<file path="src/rtl/regfile.sv">
// Integer register file: NUM_REGS x XLEN storage, one write-back port and two
// combinational read ports with write-through bypass; x0 always reads as zero.
module regfile #(
    parameter int NUM_REGS = 32,
    parameter int XLEN     = 32
) (
    input  logic            CLK,
    input  logic            RST,
    input  logic [4:0]      wb_rd,
    input  logic            wb_rd_op,
    input  logic [XLEN-1:0] wb_rd_data,
    input  logic            id_rs1_op,
    input  logic [4:0]      id_rs1,
    output logic [XLEN-1:0] id_rs1_data,
    input  logic            id_rs2_op,
    input  logic [4:0]      id_rs2,
    output logic [XLEN-1:0] id_rs2_data
);

    logic [XLEN-1:0] regs_q [NUM_REGS];
    logic [XLEN-1:0] regs_d [NUM_REGS];
    logic [XLEN-1:0] rs1_stored_s;
    logic [XLEN-1:0] rs2_stored_s;

    // Read-port priority: reset, disabled port, x0, same-cycle bypass, storage.
    function automatic logic [XLEN-1:0] read_sel(
        input logic            rst,
        input logic            op,
        input logic [4:0]      idx,
        input logic            w_op,
        input logic [4:0]      w_idx,
        input logic [XLEN-1:0] w_data,
        input logic [XLEN-1:0] stored
    );
        logic [XLEN-1:0] r;
        if (rst) begin
            r = {XLEN{1'b0}};
        end else if (!op) begin
            r = {XLEN{1'b0}};
        end else if (idx == 5'd0) begin
            r = {XLEN{1'b0}};
        end else if (w_op && (w_idx == idx)) begin
            r = w_data;
        end else begin
            r = stored;
        end
        return r;
    endfunction

    // Next-state of storage: clear on reset, single-entry write otherwise.
    always_comb begin
        for (int i = 0; i < NUM_REGS; i++) begin
            if (RST) begin
                regs_d[i] = {XLEN{1'b0}};
            end else if (wb_rd_op && (wb_rd != 5'd0) && (int'(wb_rd) == i)) begin
                regs_d[i] = wb_rd_data;
            end else begin
                regs_d[i] = regs_q[i];
            end
        end
    end

    // Storage register update.
    always_ff @(posedge CLK) begin
        for (int i = 0; i < NUM_REGS; i++) begin
            regs_q[i] <= regs_d[i];
        end
    end

    // Stored-value lookup; indices beyond the implemented range read as zero.
    always_comb begin
        rs1_stored_s = {XLEN{1'b0}};
        rs2_stored_s = {XLEN{1'b0}};
        if (int'(id_rs1) < NUM_REGS) begin
            rs1_stored_s = regs_q[id_rs1];
        end else begin
            rs1_stored_s = {XLEN{1'b0}};
        end
        if (int'(id_rs2) < NUM_REGS) begin
            rs2_stored_s = regs_q[id_rs2];
        end else begin
            rs2_stored_s = {XLEN{1'b0}};
        end
    end

    // Read ports are purely combinational.
    always_comb begin
        id_rs1_data = read_sel(RST, id_rs1_op, id_rs1, wb_rd_op, wb_rd, wb_rd_data, rs1_stored_s);
        id_rs2_data = read_sel(RST, id_rs2_op, id_rs2, wb_rd_op, wb_rd, wb_rd_data, rs2_stored_s);
    end

endmodule

</file>
<file path="config.mk">
export PLATFORM = sky130hd
export DESIGN_NAME = regfile
export DESIGN_NICKNAME = d
export VERILOG_FILES = /design/src/rtl/regfile.sv
export SDC_FILE = /design/constraint.sdc
export NUM_CORES = 1
export LEC_CHECK = 0
export CORE_ASPECT_RATIO = 1.5
export CORE_MARGIN = 2
export CORE_UTILIZATION = 45
export CTS_CLUSTER_SIZE = 20
export DETAILED_ROUTE_END_ITERATION = 7
export SKIP_LAST_GASP = 1
export SYNTH_ARGS = -nofsm -noshare
export SYNTH_HDL_FRONTEND = slang
export SYNTH_SLANG_ARGS = --single-unit
export TNS_END_PERCENT = 30
</file>
<file path="constraint.sdc">
create_clock -name CLK -period 6.8 [get_ports CLK]
set_input_delay 1.7 -clock CLK [delete_from_list [all_inputs] [get_ports CLK]]
set_output_delay 1.7 -clock CLK [all_outputs]
set_load 0.01 [all_outputs]
</file>
# == Word level (Yosys, flattened, before mapping) ==
# Memories as Yosys holds them, arrays and structs flattened.
# Index checks and enable logic that the tools add are counted.
# op_classes
n_eq_ne,65
mux,72
reduce_logical,39
# op_table
cell,n
$mux W32,72
$eq A5 B5 Y1 const B,16
$ne A2 B2 Y1 const B,32
$eq A5 B4 Y1 const B,8
$logic_and A1 B1 Y1,35
$eq A5 B3 Y1 const B,4
$logic_not A5 Y1,3
$eq A5 B2 Y1 const B,2
$eq A5 B5 Y1,2
$eq A5 B1 Y1 const B,1
$reduce_bool A5 Y1,1
# word_totals
regBits,0
ramBits,1024
wordCells,177
memories,1
# memory_table
memory,depth,width,rd,rd_clocked_by_memory_dff,write_ports,line_no,rtl
regs_q,32,32,2,0,32,20,logic [XLEN-1:0] regs_q [NUM_REGS];

# == Depth between registers and ports, before layout ==
# Gate-level depths: netlist (run 1).
# logic_depth
ltp_word,6
ltp_mapped,10
mapped_depth_nobuf,5

# == Worst setup path before layout (run 1) ==
# Ideal clock, no wire load.
# synth_path
path_type,in2out
start,input id_rs1[0]
end,output id_rs1_data[17]
t_arrival_ns,3.561
path_slack_ns,1.539
path_stages,8
path_buffers,4
path_cell_list,buf_4 > buf_6 > buf_6 > buf_2 > mux4_2 > o22ai_1 > nor3_1 > a211o_1
# synth_via
elab_chain_cells,6
elab_cells_between_ends,8
cone_classes,eq/ne (1); mux (4); reduce/logical (2); memory (1)
# synth_rtl
item,line_no,rtl
"start, declared",13,"input logic [4:0] id_rs1,"
branches (longest 3 deep; another with $mem_v2 Z32 W32),--,
$mux W32 *,40,end else if (idx == 5'd0) begin
$mux W32 *,38,end else if (!op) begin
$mux W32 *,36,if (rst) begin
"end, declared",14,"output logic [XLEN-1:0] id_rs1_data,"
# Every way passes the cells marked *.

# == Final worst setup path (run 1) ==
# layout_path
start,input wb_rd[3]
end,output id_rs2_data[20]
# layout_via
elab_chain_cells,6
# layout_rtl
item,line_no,rtl
"start, declared",9,"input logic [4:0] wb_rd,"
$eq A5 B5 Y1,42,end else if (w_op && (w_idx == idx)) begin
$logic_and A1 B1 Y1,42,
$mux W32,42,
$mux W32,40,
$mux W32,38,
$mux W32,36,
"end, declared",17,output logic [XLEN-1:0] id_rs2_data
# No other way between the ends.

==> impl_table.tex, run 1 <==
\begin{tabular}{lr}
\hline
Metric & Value \\
\hline
\multicolumn{2}{l}{\textbf{Die}} \\
\quad DIE HEIGHT & 406 um \\
\quad Number of rows in the core area & between 100 and 150 \\
\quad Number of top-level pins & 116 \\
\quad Die Footprint & 110,000 sq um \\
\quad Width of the die & 272 um \\
\quad Core Region & 107,000 sq um \\
\quad Starting Density & 0.453 \\
\multicolumn{2}{l}{\textbf{Timing}} \\
\quad Number of setup violations in the final report & 0 \\
\quad Minimum clock period after layout & 6.57 ns \\
\quad Final worst path period share & 0.966 \\
\quad Final setup TNS & 0 ns \\
\quad Final Hold Fails & 0 \\
\quad Rel. slew slack & 0.177 \\
\quad Max Freq & 0.152 GHz \\
\quad Actual transition at the worst max-transition pin & 1.24 ns \\
\quad Total count of max-transition violations in the final report & 0 \\
\quad Setup WS post-layout & 0.234 ns \\
\quad Setup repair after global routing missed its margin & false \\
\multicolumn{2}{l}{\textbf{Layout}} \\
\quad Post-route cell area & 55,400 sq um \\
\quad Antenna diode instance count & 0 \\
\quad Area of the multi-input gates & 16,800 sq um \\
\quad Fillcell total & 8,439 \\
\quad Total area of sequential cells & 30,700 sq um \\
\quad Synth-to-Final Area Change & 14.4\% \\
\quad Proportion of layout cells with a drive suffix above 1 & 0.300 \\
\quad Number of nets at the end of the flow & between 2,000 and 3,000 \\
\quad Register with the most flip-flops & regs\_q \\
\quad Final core utilization & 0.518 \\
\quad Biggest registers after layout & regs\_q x1024 \\
\quad Largest register FFs & $\sim$1,000 \\
\multicolumn{2}{l}{\textbf{Placement}} \\
\quad Final GP Congestion & 0.865 \\
\quad Setup slack after placement & 0.360 ns \\
\quad Post-detailed-placement cell area & between 50,000 and 60,000 sq um \\
\quad Placed wire-length estimate after detailed placement & between 100,000 and 150,000 um \\
\quad Number of port buffers & 115 \\
\multicolumn{2}{l}{\textbf{Route}} \\
\quad Wire per inst & 38.0 um \\
\quad Number of vias per cell & roughly 7 \\
\quad DR iter-0 viols & between 3,000 and 4,000 \\
\quad Pre-antenna DRT Iters & 5 \\
\quad Routed WL & 162,000 um \\
\quad Count of vias placed by the detailed router & a little under 30,000 \\
\quad Antenna-violating nets left & 0 \\
\quad Remaining design rule violation count & 0 \\
\multicolumn{2}{l}{\textbf{Status}} \\
\quad Result of the run & finished, final reports clean \\
\multicolumn{2}{l}{\textbf{Critical path}} \\
\quad Setup CP Type & in -> out \\
\quad Largest driver fanout on the critical path & 19 \\
\quad Critical Path Sink Type & output port \\
\quad Worst setup path end & id\_rs2\_data[20] \\
\quad Arrival time reported for the critical path endpoint & 4.87 ns \\
\quad Startpoint of the worst setup timing path & wb\_rd[3] \\
\quad Category of the worst setup path launch point & input pin \\
\quad Required time of the critical path & just over 5 ns \\
\multicolumn{2}{l}{\textbf{Synth}} \\
\quad Leading area contributor after synthesis & sky130\_fd\_sc\_hd\_\_edfxtp\_1 \\
\quad Commonest cells post-synth & 1,024 x sky130\_fd\_sc\_hd\_\_edfxtp\_1, 444 x sky130\_fd\_sc\_hd\_\_mux4\_2, 165 x sky130\_fd\_sc\_hd\_\_mux2i\_1, 107 x sky130\_fd\_sc\_hd\_\_clkbuf\_1, 73 x sky130\_fd\_sc\_hd\_\_nand2\_1 \\
\quad Total of warnings raised by yosys & 0 \\
\quad Fraction of synthesis flops using an asynchronous set or reset pin & 0 \\
\quad Number of distinct library cells after synthesis & 50 \\
\quad Proportion of synthesized chip area in sequential cells & 0.635 \\
\quad Post-synthesis net count & 2,656 \\
\quad Netlist Area Pre-Place & about 48,000 sq um \\
\quad Number of enable flip-flop cells after synthesis & about 1,000 \\
\quad Area share of the largest cell type after synthesis & 0.635 \\
\quad Top cells by area in the synthesized netlist & sky130\_fd\_sc\_hd\_\_edfxtp\_1 64\%, sky130\_fd\_sc\_hd\_\_mux4\_2 21\%, sky130\_fd\_sc\_hd\_\_mux2i\_1 3.4\% \\
\quad Flops \& latches, synth & roughly 1,000 \\
\quad Cells after Synth & 2,604 \\
\quad Syn Area/Cell & 18.6 sq um \\
\quad Commonest register cell after synthesis & sky130\_fd\_sc\_hd\_\_edfxtp\_1 \\
\quad Most repeated cell in the gate-level netlist after synthesis & sky130\_fd\_sc\_hd\_\_edfxtp\_1 \\
\multicolumn{2}{l}{\textbf{Global routing}} \\
\quad Aggregate global-route resource usage & 0.295 \\
\quad Wire length of the first global-routing pass & between 200,000 and 250,000 um \\
\quad Initial antenna violation count & 4 \\
\quad Total grt overflow & 0 \\
\quad Vias in the first global route & between 30,000 and 40,000 \\
\quad Largest net degree at the start of global routing & just over 60 \\
\multicolumn{2}{l}{\textbf{CTS}} \\
\quad CTS root buffer & sky130\_fd\_sc\_hd\_\_clkbuf\_16 \\
\quad Maximum buffer depth of the clock tree & 3 \\
\quad Total CTS buffers & just under 100 \\
\quad Clock-pin slew reported for the worst setup and hold paths after clock tree synthesis & 0.06 ns \\
\quad Hold buffer count at cts & 0 \\
\quad CTS-repair resized insts & 0 \\
\quad H-tree lvl count & 3 \\
\quad Clock tree from TritonCTS & built \\
\quad Number of sinks handled by clock tree synthesis & 1,024 \\
\quad Number of buffers inserted to repair setup after CTS & 0 \\
\multicolumn{2}{l}{\textbf{Power and ir drop}} \\
\quad Switching part of the total power & 0.247 \\
\quad Clock network fraction of design power & 0.351 \\
\quad Internal power summed over all cells & 11.4 mW \\
\quad Worst IR Drop VDD & 0.209 mV \\
\quad Cell Pwr Density & 273 nW/um\^{}2 \\
\quad Seq pwr share & 0.516 \\
\quad Leakage Power & 18.5 nW \\
\quad Logic pwr share & 0.133 \\
\quad Switching Power & 3.74 mW \\
\multicolumn{2}{l}{\textbf{Run}} \\
\quad Maximum capacitance violations & 0 \\
\multicolumn{2}{l}{\textbf{Min path}} \\
\quad Min-delay worst type & in -> reg \\
\hline
\end{tabular}
-- layer usage --
metal / up-vias / part of all wire / GRT usage
met5: - / 0.00014 / 0
met4: 4 / 0.052 / 0.150
met3: 385 / 0.086 / 0.0466
met2: 1834 / 0.50 / 0.488
met1: 15800 / 0.37 / 0.379
li1: 11600 / - / -
-- cells by family (layout without fill, tap and decap cells) --
group,count (synthesis),count (layout),synth area share
AO/OA/AOI/OAI,387,387,0.0585
buffers and inverters,235,496,0.0229
flip-flops,1024,1024,0.635
XOR/XNOR,10,10,0.00181
multiplexers,643,643,0.249
AND/OR/NAND/NOR,305,305,0.0330
-- stage by stage --
stage	hold slack, ns	instances	total power, mW
after CTS	1.52	4280	15.2
after detailed placement	2.26	4105	9.93
after global routing	1.56	4280	15.5
after global placement	2.26	4105	9.84
after floorplan	2.25	2604	9.07
final	1.56	4280	15.1
-- worst max-delay path, cell delays in order --
cell and delay [ns]:
sky130_fd_sc_hd__clkdlybuf4s50_1 0.74, sky130_fd_sc_hd__xnor2_1 0.14, sky130_fd_sc_hd__nand4_1 0.18, sky130_fd_sc_hd__or2_2 0.40
sky130_fd_sc_hd__buf_4 0.43, sky130_fd_sc_hd__nor2_1 0.07, sky130_fd_sc_hd__a31oi_1 0.52, sky130_fd_sc_hd__clkdlybuf4s50_1 0.66
-- power groups by stage --
stage	sequential [mW]	combinational, mW	clock, mW
after floorplan	7.83	1.24	0
after global placement	7.86	1.98	0
after detailed placement	7.93	2.00	0
after CTS	7.80	2.01	5.36
after global routing	7.86	2.09	5.59
final	7.81	2.01	5.31
-- cell type report --
cell class / count / share of cell area
Clock buffer: 121 / 0.0470
Clock inverter: 54 / 0.00750
Inverter: 15 / 0.00106
Multi-Input combinational cell: 1345 / 0.303
Sequential cell: 1024 / 0.555
Tap cell: 1415 / 0.0320
Timing Repair Buffer: 306 / 0.0539
-- worst min-delay path by stage --
stage / start / to / slack (ns) / cells after the start
6_report: RST / regs_q[0][6] / 1.56 / 1
5_1_grt: RST / regs_q[0][9] / 1.56 / 1
4_1_cts: RST / regs_q[0][9] / 1.52 / 1
3_5_place_dp: RST / regs_q[0][12] / 2.26 / 1
3_3_place_gp: RST / regs_q[0][12] / 2.26 / 1
2_1_floorplan: wb_rd_data[31] / regs_q[0][31] / 2.25 / 1
-- placed cells by master (no fill, tap or decap), types with 10 or more instances in the layout --
cell / synthesis / final
sky130_fd_sc_hd__o211ai_1: 27 / 27
sky130_fd_sc_hd__clkinv_2: 0 / 15
sky130_fd_sc_hd__nand2_1: 73 / 72
sky130_fd_sc_hd__o221ai_1: 44 / 44
sky130_fd_sc_hd__nor2_1: 49 / 48
sky130_fd_sc_hd__xnor2_1: 10 / 10
sky130_fd_sc_hd__clkbuf_1: 107 / 20
sky130_fd_sc_hd__mux4_2: 444 / 444
sky130_fd_sc_hd__a31oi_1: 28 / 28
sky130_fd_sc_hd__o21ai_0: 13 / 13
sky130_fd_sc_hd__o21bai_4: 0 / 16
sky130_fd_sc_hd__a211o_1: 31 / 31
sky130_fd_sc_hd__clkdlybuf4s50_1: 0 / 107
sky130_fd_sc_hd__buf_12: 0 / 31
sky130_fd_sc_hd__and3_1: 24 / 23
sky130_fd_sc_hd__edfxtp_1: 1024 / 1024
sky130_fd_sc_hd__a221oi_1: 31 / 31
sky130_fd_sc_hd__a211oi_1: 45 / 45
sky130_fd_sc_hd__clkbuf_16: 0 / 101
sky130_fd_sc_hd__or3_1: 18 / 18
sky130_fd_sc_hd__buf_4: 28 / 163
sky130_fd_sc_hd__nor3b_1: 14 / 13
sky130_fd_sc_hd__nand2b_1: 28 / 27
sky130_fd_sc_hd__nor2b_1: 40 / 33
sky130_fd_sc_hd__a21o_2: 0 / 15
sky130_fd_sc_hd__inv_1: 14 / 13
sky130_fd_sc_hd__nor3_1: 29 / 29
sky130_fd_sc_hd__o22ai_1: 71 / 71
sky130_fd_sc_hd__a21oi_1: 30 / 30
sky130_fd_sc_hd__mux2i_1: 165 / 165
sky130_fd_sc_hd__mux2_2: 34 / 34
sky130_fd_sc_hd__clkinv_1: 1 / 25
(Power assumes the default switching activity.)
==> run 2, diff against run 1 <==
--- a/config.mk
+++ b/config.mk
@@ -8,7 +8,7 @@
 export CORE_ASPECT_RATIO = 1.5
 export CORE_MARGIN = 2
 export CORE_UTILIZATION = 45
-export CTS_CLUSTER_SIZE = 20
+export CTS_CLUSTER_SIZE = 16
 export DETAILED_ROUTE_END_ITERATION = 7
 export SKIP_LAST_GASP = 1
 export SYNTH_ARGS = -nofsm -noshare
==> results of run 2 <==
Final layout, timing and power as in run 1 (identical DEF).
==> run 3, diff against run 2 <==
--- a/config.mk
+++ b/config.mk
@@ -7,9 +7,10 @@
 export LEC_CHECK = 0
 export CORE_ASPECT_RATIO = 1.5
 export CORE_MARGIN = 2
-export CORE_UTILIZATION = 45
+export CORE_UTILIZATION = 50
 export CTS_CLUSTER_SIZE = 16
 export DETAILED_ROUTE_END_ITERATION = 7
+export DONT_BUFFER_PORTS = 1
 export SKIP_LAST_GASP = 1
 export SYNTH_ARGS = -nofsm -noshare
 export SYNTH_HDL_FRONTEND = slang
==> impl_table.tex, run 3 (synthesis gave the netlist of run 1 again) <==
\begin{tabular}{lr}
\hline
Metric & Value \\
\hline
\multicolumn{2}{l}{\textbf{Critical path}} \\
\quad Setup CP Type & in -> out \\
\quad Arrival time reported for the critical path endpoint & 4.52 ns \\
\quad Critical Path Sink Type & output port \\
\quad Largest driver fanout on the critical path & 203 \\
\quad Required time of the critical path & 5.10 ns \\
\quad Category of the worst setup path launch point & input pin \\
\multicolumn{2}{l}{\textbf{Route}} \\
\quad Top routing layer in use & met5 \\
\quad Pre-antenna DRT Iters & 8 \\
\quad Antenna-violating nets left & 0 \\
\quad Number of vias per cell & around 7.3 \\
\quad Routed wl met3 & 14,600 um \\
\quad Count of vias placed by the detailed router & 28,500 \\
\quad Remaining design rule violation count & 0 \\
\quad Routed metal-1 wirelength & 55,900 um \\
\quad Wire per inst & 40.0 um \\
\quad Met2 WL post-DR & 77,800 um \\
\quad Routed WL & 157,000 um \\
\quad DR iter-0 viols & $\sim$3,700 \\
\multicolumn{2}{l}{\textbf{Layout}} \\
\quad Most used cells in the layout excluding fill and tap cells & 1,024 x sky130\_fd\_sc\_hd\_\_edfxtp\_1, 444 x sky130\_fd\_sc\_hd\_\_mux4\_2, 165 x sky130\_fd\_sc\_hd\_\_mux2i\_1 \\
\quad Synth-to-Final Area Change & 9.71\% \\
\quad Fillcell total & 7,252 \\
\quad Leading cell type in the layout, fill and taps excluded & sky130\_fd\_sc\_hd\_\_edfxtp\_1 \\
\quad Register with the most flip-flops & regs\_q \\
\quad Final core utilization & 0.554 \\
\quad Proportion of layout cells with a drive suffix above 1 & 0.291 \\
\quad Number of nets at the end of the flow & 2,628 \\
\quad Largest register FFs & 1,024 \\
\quad Biggest registers after layout & regs\_q x1024 \\
\multicolumn{2}{l}{\textbf{Run}} \\
\quad Maximum capacitance violations & 0 \\
\multicolumn{2}{l}{\textbf{CTS}} \\
\quad Clock tree from TritonCTS & built \\
\quad CTS-repair resized insts & 0 \\
\quad Hold buffer count at cts & 0 \\
\quad Total CTS buffers & 97 \\
\quad Maximum buffer depth of the clock tree & 3 \\
\quad CTS root buffer & sky130\_fd\_sc\_hd\_\_clkbuf\_16 \\
\quad Number of buffers inserted to repair setup after CTS & 0 \\
\quad H-tree lvl count & 3 \\
\quad Number of sinks handled by clock tree synthesis & 1,024 \\
\quad Clock-pin slew reported for the worst setup and hold paths after clock tree synthesis & 0.06 ns \\
\multicolumn{2}{l}{\textbf{Power and ir drop}} \\
\quad Worst IR Drop VDD & 0.182 mV \\
\quad Leakage Power & 17.5 nW \\
\quad Cell Pwr Density & roughly 280 nW/um\^{}2 \\
\quad Sum of internal, switching and leakage power & around 15 mW \\
\multicolumn{2}{l}{\textbf{Die}} \\
\quad Number of rows in the core area & 139 \\
\quad Number of top-level pins & 116 \\
\quad Starting Density & 0.505 \\
\quad Core Region & 95,800 sq um \\
\quad DIE HEIGHT & 385 um \\
\quad Width of the die & 258 um \\
\quad Die Footprint & 99,400 sq um \\
\multicolumn{2}{l}{\textbf{Global routing}} \\
\quad Total grt overflow & 0 \\
\quad Wire length of the first global-routing pass & between 200,000 and 250,000 um \\
\quad Aggregate global-route resource usage & 0.318 \\
\quad Vias in the first global route & 29,200 \\
\quad Largest net degree at the start of global routing & 317 \\
\quad Initial antenna violation count & 4 \\
\multicolumn{2}{l}{\textbf{Placement}} \\
\quad Placed wire-length estimate after detailed placement & 84,800 um \\
\quad Number of port buffers & 0 \\
\quad Final GP Congestion & 0.825 \\
\multicolumn{2}{l}{\textbf{Status}} \\
\quad Result of the run & finished, final reports clean \\
\multicolumn{2}{l}{\textbf{Timing}} \\
\quad Final worst path period share & 0.915 \\
\quad Rel. slew slack & 0.116 \\
\quad Total count of max-transition violations in the final report & 0 \\
\quad Final setup TNS & 0 ns \\
\quad Actual transition at the worst max-transition pin & 1.32 ns \\
\quad Max Freq & 0.161 GHz \\
\quad Setup repair after global routing missed its margin & false \\
\quad Number of setup violations in the final report & 0 \\
\quad Final Hold Fails & 0 \\
\quad Minimum clock period after layout & 6.22 ns \\
\multicolumn{2}{l}{\textbf{Min path}} \\
\quad Min-delay worst type & in -> reg \\
\hline
\end{tabular}
run 3: per-layer routing:
layer,global-route usage,vias up
li1,-,11100
met1,0.398,15300
met2,0.527,1700
met3,0.0663,390
met4,0.167,4
met5,0,-
run 3: area by class of cell:
type                       count  area [sq um]  share of cell area
timing repair buffer          93           736              0.0139
clock buffer                 114          2510              0.0473
antenna                        1          2.50           0.0000471
multi-input combinational   1345         16800               0.317
sequential                  1024         30700               0.579
tap                         1269          1590              0.0299
clock inverter                65           614              0.0116
inverter                      15          58.8             0.00111
run 3: where the power goes:
group	leakage (nW)	internal, mW	switching, mW
combinational	6.09	0.782	0.805
clock	1.52	3.03	2.42
sequential	9.90	7.56	0.245
run 3: metrics by stage:
| step | std cells | cell area, sq um | setup WS, ns | hold slack, ns |
|---|---|---|---|---|
| 2_1_floorplan | 2604 | 48400 | 1.54 | 2.25 |
| 3_3_place_gp | 3746 | 50000 | 0.964 | 1.88 |
| 4_1_cts | 3925 | 53100 | 1.03 | 1.12 |
| 6_report | 3926 | 53100 | 0.581 | 1.18 |
| 5_1_grt | 3925 | 53100 | 0.820 | 1.14 |
| 3_5_place_dp | 3746 | 50000 | 1.03 | 1.86 |
run 3: final timing paths:
kind       from  cells past startpoint         endpoint  slack [ns]
min         RST                      0     regs_q[0][7]        1.18
max   id_rs2[1]                      7  id_rs2_data[13]        0.58
run 3: critical path, stage by stage:
cell and delay, ns:
sky130_fd_sc_hd__xnor2_1 0.26, sky130_fd_sc_hd__nand4_1 0.20, sky130_fd_sc_hd__or2_2 0.86, sky130_fd_sc_hd__buf_4 0.43, sky130_fd_sc_hd__nor2_1 0.08, sky130_fd_sc_hd__a31oi_1 0.48, sky130_fd_sc_hd__buf_4 0.23
